**src/rtl/sdram_cmd_phy.sv**
```systemverilog
// SDRAM command back end: registers scheduler commands onto the pins, drives write bursts,
// and captures CAS-delayed read data as tagged beats. Op codes: NOP0 REF1 PRE2 ACT3 WR4 RD5 MRS7.
module sdram_cmd_phy #(
    parameter int CAS   = 2,
    parameter int BURST = 8
) (
    input  logic        clk,
    input  logic        n_reset,
    input  logic        cmd_valid,
    input  logic [33:0] cmd,
    output logic        rd_valid,
    output logic [15:0] rd_data,
    output logic [2:0]  rd_tag,
    output logic        rd_last,
    output logic        err,
    output logic        sd_cke,
    output logic        sd_cs_n,
    output logic        sd_ras_n,
    output logic        sd_cas_n,
    output logic        sd_we_n,
    output logic [1:0]  sd_ba,
    output logic [12:0] sd_a,
    output logic [1:0]  sd_dqm,
    output logic [15:0] sd_dq_out,
    output logic        sd_dq_oe,
    input  logic [15:0] sd_dq_in
);
    localparam logic [2:0] OP_NOP = 3'h0, OP_REF = 3'h1, OP_PRE = 3'h2, OP_ACT = 3'h3;
    localparam logic [2:0] OP_WR  = 3'h4, OP_RD  = 3'h5, OP_BAD = 3'h6, OP_MRS = 3'h7;
    localparam int CW = $clog2(BURST + 1);
    localparam logic [CW-1:0] LAST_BEAT = CW'(BURST - 1);
    localparam logic [CW-1:0] ONE       = CW'(1);

    logic                   s1_v_q, s1_v_d;
    logic [33:0]            s1_cmd_q, s1_cmd_d;
    logic                   cke_q, cke_d;
    logic [3:0]             pins_q, pins_d;
    logic [1:0]             ba_q, ba_d, dqm_q, dqm_d;
    logic [12:0]            a_q, a_d;
    logic [15:0]            dqo_q, dqo_d;
    logic                   oe_q, oe_d, err_q, err_d;
    logic [CW-1:0]          wr_left_q, wr_left_d, rd_left_q, rd_left_d;
    logic [CAS-1:0]         rp_v_q, rp_v_d;
    logic [CAS-1:0][2:0]    rp_tag_q, rp_tag_d;
    logic [2:0]             cur_tag_q, cur_tag_d, in_tag_q, in_tag_d, rdt_q, rdt_d;
    logic                   in_v_q, in_v_d, in_last_q, in_last_d;
    logic [15:0]            in_data_q, in_data_d, rdd_q, rdd_d;
    logic                   rdv_q, rdv_d, rdl_q, rdl_d;

    logic [2:0]  op;
    logic [15:0] data;
    logic        is_wr, is_rd, wr_busy, rd_pend, beat;

    assign op      = s1_cmd_q[33:31];
    assign data    = s1_cmd_q[15:0];
    assign is_wr   = s1_v_q && (op == OP_WR);
    assign is_rd   = s1_v_q && (op == OP_RD);
    assign wr_busy = (wr_left_q != '0);
    // Any beat still to be sampled from this edge onward, queued or mid-burst.
    assign rd_pend = (|rp_v_q) || (rd_left_q != '0);

    always_comb begin
        s1_v_d    = cmd_valid;
        s1_cmd_d  = cmd;
        cke_d     = 1'b1;
        pins_d    = 4'b1111;
        ba_d      = ba_q;
        a_d       = a_q;
        dqm_d     = 2'b11;
        dqo_d     = dqo_q;
        oe_d      = 1'b0;
        err_d     = err_q;
        wr_left_d = wr_left_q;
        rp_v_d    = '0;
        rp_tag_d  = rp_tag_q;
        rd_left_d = rd_left_q;
        cur_tag_d = cur_tag_q;
        in_v_d    = 1'b0;
        in_data_d = in_data_q;
        in_tag_d  = in_tag_q;
        in_last_d = 1'b0;
        rdv_d     = in_v_q;
        rdd_d     = in_v_q ? in_data_q : rdd_q;
        rdt_d     = in_v_q ? in_tag_q : rdt_q;
        rdl_d     = in_v_q & in_last_q;
        beat      = 1'b0;

        if (s1_v_q) begin
            case (op)
                OP_REF:  pins_d = 4'b0001;
                OP_PRE:  pins_d = 4'b0010;
                OP_ACT:  pins_d = 4'b0011;
                OP_WR:   pins_d = 4'b0100;
                OP_RD:   pins_d = 4'b0101;
                OP_MRS:  pins_d = 4'b0000;
                OP_BAD:  err_d  = 1'b1;
                default: pins_d = 4'b1111;
            endcase
            if (op != OP_NOP && op != OP_BAD) begin
                ba_d = s1_cmd_q[30:29];
                a_d  = (op == OP_MRS) ? data[12:0] : s1_cmd_q[28:16];
            end
        end
        if ((is_wr || is_rd) && wr_busy) err_d = 1'b1;
        if (is_wr && rd_pend)            err_d = 1'b1;

        // Write beats: a missing command during a burst still consumes its beat, masked.
        if (is_wr) begin
            wr_left_d = LAST_BEAT;
            beat      = 1'b1;
        end else if (wr_busy) begin
            wr_left_d = wr_left_q - ONE;
            if (is_rd) begin
                wr_left_d = '0;
            end else begin
                oe_d = 1'b1;
                beat = s1_v_q;
            end
        end
        if (beat) begin
            oe_d  = 1'b1;
            dqo_d = data;
        end

        rp_v_d[0]   = is_rd;
        rp_tag_d[0] = data[2:0];
        for (int i = 1; i < CAS; i++) begin
            rp_v_d[i]   = rp_v_q[i-1];
            rp_tag_d[i] = rp_tag_q[i-1];
        end
        // A newly arriving burst start overrides the remainder of an older one.
        if (rp_v_q[CAS-1]) begin
            in_v_d    = 1'b1;
            in_tag_d  = rp_tag_q[CAS-1];
            in_last_d = (BURST == 1);
            rd_left_d = LAST_BEAT;
            cur_tag_d = rp_tag_q[CAS-1];
        end else if (rd_left_q != '0) begin
            in_v_d    = 1'b1;
            in_tag_d  = cur_tag_q;
            in_last_d = (rd_left_q == ONE);
            rd_left_d = rd_left_q - ONE;
        end
        if (is_wr) begin
            rp_v_d    = '0;
            rd_left_d = '0;
            in_v_d    = 1'b0;
            in_last_d = 1'b0;
        end
        if (in_v_d) in_data_d = sd_dq_in;
        if (beat || rd_pend || is_rd) dqm_d = 2'b00;
    end

    always_ff @(posedge clk or negedge n_reset) begin
        if (!n_reset) begin
            s1_v_q    <= 1'b0;
            s1_cmd_q  <= '0;
            cke_q     <= 1'b0;
            pins_q    <= 4'b1111;
            ba_q      <= '0;
            a_q       <= '0;
            dqm_q     <= 2'b11;
            dqo_q     <= '0;
            oe_q      <= 1'b0;
            err_q     <= 1'b0;
            wr_left_q <= '0;
            rp_v_q    <= '0;
            rp_tag_q  <= '0;
            rd_left_q <= '0;
            cur_tag_q <= '0;
            in_v_q    <= 1'b0;
            in_data_q <= '0;
            in_tag_q  <= '0;
            in_last_q <= 1'b0;
            rdv_q     <= 1'b0;
            rdd_q     <= '0;
            rdt_q     <= '0;
            rdl_q     <= 1'b0;
        end else begin
            s1_v_q    <= s1_v_d;
            s1_cmd_q  <= s1_cmd_d;
            cke_q     <= cke_d;
            pins_q    <= pins_d;
            ba_q      <= ba_d;
            a_q       <= a_d;
            dqm_q     <= dqm_d;
            dqo_q     <= dqo_d;
            oe_q      <= oe_d;
            err_q     <= err_d;
            wr_left_q <= wr_left_d;
            rp_v_q    <= rp_v_d;
            rp_tag_q  <= rp_tag_d;
            rd_left_q <= rd_left_d;
            cur_tag_q <= cur_tag_d;
            in_v_q    <= in_v_d;
            in_data_q <= in_data_d;
            in_tag_q  <= in_tag_d;
            in_last_q <= in_last_d;
            rdv_q     <= rdv_d;
            rdd_q     <= rdd_d;
            rdt_q     <= rdt_d;
            rdl_q     <= rdl_d;
        end
    end

    assign {sd_cs_n, sd_ras_n, sd_cas_n, sd_we_n} = pins_q;
    assign sd_cke    = cke_q;
    assign sd_ba     = ba_q;
    assign sd_a      = a_q;
    assign sd_dqm    = dqm_q;
    assign sd_dq_out = dqo_q;
    assign sd_dq_oe  = oe_q;
    assign err       = err_q;
    assign rd_valid  = rdv_q;
    assign rd_data   = rdd_q;
    assign rd_tag    = rdt_q;
    assign rd_last   = rdl_q;
endmodule

```
**config.mk**
```make
export PLATFORM = sky130hd
export DESIGN_NAME = sdram_cmd_phy
export DESIGN_NICKNAME = d
export VERILOG_FILES = /design/src/rtl/sdram_cmd_phy.sv
export SDC_FILE = /design/constraint.sdc
export NUM_CORES = 1
export LEC_CHECK = 0
export CAP_MARGIN = 20
export CORE_ASPECT_RATIO = 0.5
export CORE_UTILIZATION = 25
export DETAILED_ROUTE_END_ITERATION = 10
export GPL_ROUTABILITY_DRIVEN = 0
export PLACE_DENSITY = 0.54
export SLEW_MARGIN = 15
export SYNTH_ARGS = -nofsm -noshare
export SYNTH_HDL_FRONTEND = slang
export SYNTH_SLANG_ARGS = --single-unit
```
**constraint.sdc**
```tcl
create_clock -name clk -period 3.1 [get_ports clk]
set_input_delay 0.31 -clock clk [delete_from_list [all_inputs] [get_ports clk]]
set_output_delay 0.31 -clock clk [all_outputs]
set_load 0.05 [all_outputs]
```
# Yosys cells after proc, flatten, opt, wreduce, memory -nomap -nowiden
# Cells that the tools add are included.
[word_totals] wordCells=86 reg_bits=136 output_inout_bits=61
[op_classes] eq_ne=9 muxes=30 add_sub_neg=2 reduce_logical=20 bitwise_logic=1
[op_table] cell="2-to-1 mux 4 bit" count=7
[op_table] cell="case mux 4 bit (6 select lines)" count=1
[op_table] cell="2-to-1 mux 1 bit" count=17
[op_table] cell="2-to-1 mux 13 bit" count=1
[op_table] cell="== test 3 bit, second input constant" count=4
[op_table] cell="nonzero test 3 bit" count=4
[op_table] cell="nonzero test 4 bit" count=2
[op_table] cell="subtractor 4 x 1 -> 4 bit, second input constant" count=2
[op_table] cell="== test 3 x 2 -> 1 bit, second input constant" count=2
[op_table] cell="2-to-1 mux 3 bit" count=2
[op_table] cell="logical AND 1 bit" count=5
[op_table] cell="== test 4 x 1 -> 1 bit, second input constant" count=1
[op_table] cell="logical OR 1 bit" count=4
[op_table] cell="2-to-1 mux 2 bit" count=2
[op_table] cell="AND reduction 2 bit" count=2
[op_table] cell="nonzero test 2 bit" count=2
[op_table] cell="== test 3 x 1 -> 1 bit, second input constant" count=1
[op_table] cell="inequality test 3 bit, second input constant" count=1
[op_table] cell="OR reduction 2 bit" count=1
[op_table] cell="AND 1 bit" count=1

# Longest topological paths before layout
# Gate-level depths: netlist (run 1).
[depth] word_depth=8 mapped_depth=6 mapped_depth_nobuf=5

# Worst setup path after synthesis (run 1)
# Ideal clock, no wire load.
[synth_path] path_kind="flip-flop to flip-flop" from="register wr_left_q[0]" to="register dqo_q[10] (netlist: sd_dq_out[10])" n_path_buf=1 setup_ns=0.125 path_slack_ns=1.120 arrival_ns=1.855 path_stages_with_launch=7 cell_sequence="dfrtp_1 -> inv_1 -> ha_1 -> or3b_1 -> o211ai_2 -> buf_6 -> mux2_2"
[synth_via] elab_chain_cells=3
[synth_lines] item="start, declared" line="42" text="logic [CW-1:0] wr_left_q, wr_left_d, rd_left_q, rd_left_d;"
[synth_lines] item="start signal, assigned" line="190" text="wr_left_q <= wr_left_d;"
[synth_lines] item="nonzero test 4 bit" line="58" text="assign wr_busy = (wr_left_q != '0);"
[synth_lines] item="2-to-1 mux 1 bit" line="111" text="end else if (wr_busy) begin"
[synth_lines] item="2-to-1 mux 1 bit" line="108" text="if (is_wr) begin"
[synth_lines] item="end signal, assigned" line="187" text="dqo_q <= dqo_d;"
[synth_lines] item="end, declared" line="40" text="logic [15:0] dqo_q, dqo_d;"
# No other way between the ends.
# A chain may end at the register's enable or synchronous reset.

# Worst setup path in the final report (run 1)
[layout_path] from="register rd_left_q[0]" to="register in_data_q[13]"
[layout_via] elab_chain_cells=4
[layout_lines] item="start, declared" line="42"
[layout_lines] item="start signal, assigned" line="193" text="rd_left_q <= rd_left_d;"
[layout_lines] item="nonzero test 4 bit" line="138" text="end else if (rd_left_q != '0) begin"
[layout_lines] item="2-to-1 mux 1 bit" line="138"
[layout_lines] item="2-to-1 mux 1 bit" line="132" text="if (rp_v_q[CAS-1]) begin"
[layout_lines] item="2-to-1 mux 1 bit" line="144" text="if (is_wr) begin"
[layout_lines] item="end signal, assigned" line="196" text="in_data_q <= in_data_d;"
[layout_lines] item="end, declared" line="47" text="logic [15:0] in_data_q, in_data_d, rdd_q, rdd_d;"
# No other way between the ends.

==> impl_metrics.toml, run 1 <==
[clocking]
clk-insertion-delay-late_ps = 410
clock-sinks = 135
cts_resized = 0
post_cts_buffers = 0
clk_path_buf_depth = 2
cts.root.buffer_cell = "clkbuf_16"
numCtsBuffers = 17
hold_buffers = 1
htree_levels = 4
clkTransAtPathRegs_ps = 60
cts_tree = "yes"

[timing]
fin_crit_ps = 2203
finalHoldViolCount = 0
finClkSkew_ps = 6.498
setup_violations = 0
fmax_mhz = 454.0
setup_tns_ps = 0
tightest_slew_ps = 1000
period_share_pct = 71.06
rsz0062_at_grt = "no"
finalMaxSlewViolations = 0
maxSlewHeadroom_pct = 33.31

[grt]
overflow = 0
busiest_layer = "met2"
grt_pass1_wl_um = 15730
antenna_found_initial = 0
grtUsageTotal_pct = 10.51
use_met1_pct = 13.86
grt_pass1_vias = 2802
grt.met3_usage_pct = 3.279
gr-usage-met2_pct = 15.84
grt_max_degree = 71

[routing]
wirelength_um = 9742
drtPass1Iterations = 4
viasPerCell = 3.973
dr.first_iter.drc_count = 120
drc = 0
via_count = 2769
wl_per_cell_um = 13.98
ant_nets = 0

[setup_path]
worstSetupStartpointType = "flop"
critPathMaxFanout = 17
worstPathRequired_ps = 3390
endpoint_kind = "flop"
rrSetupSlack_ps = 900
crit_type = "flop to flop"
cp.arrival_ps = 2490

[finish]
stdcell_count = 697
n_antenna_cell = 0
n_fill_cell = 1806
nets = 481
most-common-layout-cells = "130 x dfrtp_1, 112 x clkdlybuf4s50_1, 86 x mux2_2"
layout-drive-gt1-share_pct = 29.45
final_common_cell = "dfrtp_1"
synthToLayoutAreaGrowth_pct = 41.28

[worst_hold_path]
hold_class = "primary input to flop"

[place]
place_hpwl_um = 6448
dp_cells = 664
portBuffers = 113

[logic_synthesis]
synth_nets = 359
synthFlopType = "dfrtp_1"
synth_edf_count = 0
yosysUniqueCellTypes = 37
synth_area_um2 = 4880
async_reset_ff_share_pct = 100.0
ys.warnings.count = 0
seq_area_frac_synth_pct = 69.36
synth_cells = 303
avgSynthCellArea_um2 = 16.10
ys_ff_latch = 135

[power]
p_per_area_nw_per_um2 = 976.5
leakage_uw = 0.002869
irDropWorstVdd_mv = 0.3864

[floorplanning]
die_x_um = 199.6
ios = 114
coreArea_um2 = 18740
die_h_um = 100.8
initial_core_util_pct = 26.03
rows = 35
die-area_um2 = 20120

[flow_run]
maxCapViolations = 0

[status]
status = "finished, final reports clean"
## synthesized netlist by cell type (2+ instances only)
| master | count | area [µm²] |
|---|---|---|
| a21oi_1 | 5 | 25.02 |
| a31oi_1 | 2 | 12.51 |
| buf_2 | 9 | 45.04 |
| buf_6 | 3 | 33.78 |
| clkbuf_1 | 2 | 7.510 |
| dfrtp_1 | 130 | 3253 |
| dfstp_2 | 5 | 131.4 |
| ha_1 | 3 | 37.54 |
| inv_1 | 8 | 30.03 |
| mux2_2 | 86 | 968.4 |
| nand2_1 | 6 | 22.52 |
| nand2b_1 | 2 | 12.51 |
| nand3b_1 | 4 | 30.03 |
| nor2_1 | 3 | 11.26 |
| nor2b_1 | 3 | 18.77 |
| nor3_1 | 3 | 15.01 |
| nor3b_1 | 4 | 30.03 |
| o21ai_0 | 4 | 20.02 |
| xnor2_1 | 3 | 26.28 |
## state kept, by name (all words and copies together), names as in the netlist, 2 cells and up
| register | flops |
|---|---|
| s1_cmd_q | 34 |
| in_data_q | 16 |
| rd_data | 16 |
| sd_dq_out | 16 |
| sd_a | 13 |
| pins_q | 4 |
| rd_left_q | 4 |
| wr_left_q | 4 |
| cur_tag_q | 3 |
| in_tag_q | 3 |
| rd_tag | 3 |
| rp_tag_d | 3 |
| rp_tag_q | 3 |
| rp_v_q | 2 |
| sd_ba | 2 |
## kinds of logic after synthesis
kind of cell,synth area share [%]
flip-flops,69.36
multiplexers,20.05
AND/OR/NAND/NOR,4.154
buffers and inverters,2.538
AO/OA/AOI/OAI,2.308
adder cells (fa/ha/maj),0.9744
XOR/XNOR,0.5386
other,0.07685
## per-stage QoR
step	setup slack, ps	hold slack [ps]	area, µm²	utilization, %	total power [µW]
after detailed placement	801.6	334.7	6285	33.53	4765
after CTS	797.1	317.0	6894	36.78	6850
after floorplan	1120	14.41	4880	-	3978
after global placement	865.6	334.4	6285	33.53	4740
after global routing	717.8	313.1	6894	36.78	7078
final	897.2	339.2	6894	36.78	6732
## final timing paths
kind,endpoint,depth (start not counted),from
setup / recovery,in_data_q[13],5,rd_left_q[0]
hold / removal,s1_v_q,1,cmd_valid
setup reg to reg,in_data_q[13],5,rd_left_q[0]
hold reg to reg,rp_tag_q[3],0,rp_tag_d[3]
max in group asynchronous,pins_q[3],3,n_reset
min in group asynchronous,rd_data[11],2,n_reset
## worst max-delay path, stage by stage, from the launching register on
cell and delay, ps:
dfrtp_1 370, inv_1 80, ha_1 230, nor3b_1 200, a21oi_2 770, mux2_2 420
## layer usage
metal	up-vias	wire [µm]	part of all wire, %
met1	1414	4543	47
li1	1299	-	-
met5	-	0	0
met2	44	4736	49
met4	0	119	1.2
met3	12	344	3.5
## power breakdown
part           total, µW  internal, µW  leakage [µW]  switching, µW
clock               2040          1290      0.000294            751
combinational       2240           924      0.000999           1310
sequential          2460          2190       0.00158            269
total               6730          4400       0.00287           2330
## layout make-up
class	instances	area, µm²	area share, %
clock inverter	12	152.6	2.214
timing repair buffer	118	1185	17.19
tap	259	324.1	4.701
inverter	8	30.03	0.4356
sequential	135	3385	49.09
clock buffer	20	446.7	6.479
multi-input combinational	145	1371	19.89
(Power assumes the default switching activity.)
==> inputs of run 2 (changes only) <==
--- a/config.mk
+++ b/config.mk
@@ -10,7 +10,7 @@
 export CORE_UTILIZATION = 25
 export DETAILED_ROUTE_END_ITERATION = 10
 export GPL_ROUTABILITY_DRIVEN = 0
-export PLACE_DENSITY = 0.54
+export PLACE_DENSITY = 0.55
 export SLEW_MARGIN = 15
 export SYNTH_ARGS = -nofsm -noshare
 export SYNTH_HDL_FRONTEND = slang
==> constraint.sdc (replaced) <==
create_clock -name clk -period 1.8 [get_ports clk]
set_input_delay 0.18 -clock clk [delete_from_list [all_inputs] [get_ports clk]]
set_output_delay 0.18 -clock clk [all_outputs]
set_load 0.05 [all_outputs]
==> run 2 against run 1 <==
The flow now finishes with violations (setup timing). Core utilization is 1.7 points higher. Global-route usage grew 0.80 points. First-iteration DRC count rose by 5.0%. Clock power rose by 69%.
==> impl_metrics.toml, run 2 (synthesized netlist as in run 1, its figures left out) <==
[finish]
most-common-layout-cells = "130 x dfrtp_1, 78 x mux2_2, 78 x clkdlybuf4s50_1"
regMostFlops = "s1_cmd_q"
stdcell_area_um2 = 7213
n_antenna_cell = 0
synthToLayoutAreaGrowth_pct = 47.82
final_util_pct = 38.48
final_common_cell = "dfrtp_1"
layout-drive-gt1-share_pct = 38.74
largest_reg_flops = 34
nets = 505

[clocking]
clock-sinks = 135
cts.root.buffer_cell = "clkbuf_16"
clk-insertion-delay-late_ps = 410
clkTransAtPathRegs_ps = 60
clk_path_buf_depth = 2
numCtsBuffers = 17
cts_tree = "yes"
htree_levels = 4

[timing]
fmax_mhz = 540.5
finalMaxSlewViolations = 0
setup_slack_ps = -50.20
period_share_pct = 102.8
finClkSkew_ps = 7.486
rsz0062_at_grt = "yes"
tightest_slew_ps = 560.9
maxSlewHeadroom_pct = 62.54
fin_crit_ps = 1850
setup_violations = 16
finalHoldViolCount = 0

[setup_path]
crit_chain = "inv_2 -> ha_4 -> or3b_4 -> o211ai_4 -> buf_6 -> mux2_4"
slowest_delay_ps = 400
worstPathRequired_ps = 2090
worstSetupStartpointType = "flop"
crit_type = "flop to flop"
crit_path_top_delay_cell = "dfrtp_1"
endpoint_kind = "flop"
cp.arrival_ps = 2140
critPathMaxFanout = 8
rrSetupSlack_ps = -50

[routing]
drtPass1Iterations = 4
drc = 0
via_count = 2870
wl_per_cell_um = 14.54
dr.first_iter.drc_count = 126
wirelength_um = 10480
ant_nets = 0
viasPerCell = 3.981

[grt]
grt_pass1_wl_um = 16930
grt_max_degree = 42
overflow = 0
grtUsageTotal_pct = 11.31
antenna_found_initial = 0
grt_pass1_vias = 3104

[floorplanning]
initial_core_util_pct = 26.03
rows = 35
ios = 114
coreArea_um2 = 18740
die_h_um = 100.8
die_x_um = 199.6
die-area_um2 = 20120

[power]
switching_power_uw = 4223
p_sw_share_pct = 35.27
p_seq_share_pct = 34.9
power_frac_comb_pct = 36.3
p_clk_share_pct = 28.7
p_per_area_nw_per_um2 = 1660
leakage_uw = 0.003205
p_int_uw = 7750
power_uw = 11970
irDropWorstVdd_mv = 0.7779

[place]
portBuffers = 113
placedInstanceArea_um2 = 6454
place_hpwl_um = 6994

[worst_hold_path]
hold_class = "primary input to flop"

[flow_run]
maxCapViolations = 0

[status]
status = "finished, violations left"
violations = "setup timing"
[run 2: cell type report]
| class | instances | area, µm² |
|---|---|---|
| Fill cell | 1821 | 11530 |
| Clock inverter | 13 | 147.6 |
| Clock buffer | 19 | 442.9 |
| Multi-Input combinational cell | 145 | 1451 |
| Sequential cell | 135 | 3385 |
| Timing Repair Buffer | 142 | 1433 |
| Inverter | 8 | 30.03 |
| Tap cell | 259 | 324.1 |
[run 2: power by group through the flow]
stage | Clock [µW] | Sequential (µW) | Combinational, µW
floorplan | 0 | 5630 | 1280
global placement | 0 | 4230 | 4150
detailed placement | 0 | 4240 | 4190
CTS | 3550 | 4200 | 4380
global route | 3720 | 4290 | 4600
finish | 3440 | 4180 | 4350
[run 2: through the flow]
step	std cells	TNS, ps	worst slack [ps]	hold WS, ps
after detailed placement	679	-1453	-95.76	107.2
after global placement	679	-1154	-74.65	105.5
after floorplan	303	-1194	-132.7	-115.6
after CTS	718	-810.6	-60.01	189.3
final	721	-662.8	-50.20	205.1
after global routing	721	-1716	-118.9	181.2
[run 2: worst max-delay path: cells and delay by family, from the launching register on]
| kind | cells | cell delay [ps] |
|---|---|---|
| simple gates | 1 | 390 |
| fa+ha+maj | 1 | 120 |
| mux | 1 | 310 |
| flops | 1 | 400 |
| buf+inv | 2 | 290 |
| compound gates | 1 | 230 |
[run 2: layer usage]
metal  wire length (µm)  global-route usage [%]  part of all wire [%]
met1               4813                   14.78                    46
met2               5195                   17.47                    50
met3                316                   3.346                   3.0
met4                155                   4.932                   1.5
met5                  0                       0                     0
[run 2: repair_timing]
action / in CTS / in global routing
cloned: 1 / 0
pin swaps: 2 / 2
setup buffers: 5 / 5
endpoints found under the setup margin: 17 / 36
gates resized for setup: 15 / 22
hold buffers: 1 / 0
hold endpoints to repair: 33 / 0
[run 2: worst paths after layout]
kind | start | to | cells past startpoint
min reg2reg | rp_tag_d[3] | rp_tag_q[3] | 0
max | wr_left_q[0] | sd_dq_out[4] | 6
min in group asynchronous | n_reset | sd_dq_out[3] | 2
min | cmd[10] | s1_cmd_q[10] | 1
max reg2reg | wr_left_q[0] | sd_dq_out[4] | 6
max in group asynchronous | n_reset | pins_q[0] | 3
==> inputs of run 3 (changes only) <==
--- a/config.mk
+++ b/config.mk
@@ -5,7 +5,7 @@
 export SDC_FILE = /design/constraint.sdc
 export NUM_CORES = 1
 export LEC_CHECK = 0
-export CAP_MARGIN = 20
+export CAP_MARGIN = 40
 export CORE_ASPECT_RATIO = 0.5
 export CORE_UTILIZATION = 25
 export DETAILED_ROUTE_END_ITERATION = 10
==> results of run 3 <==
Same layout as run 2: the final DEF is identical, and so are final timing and power.
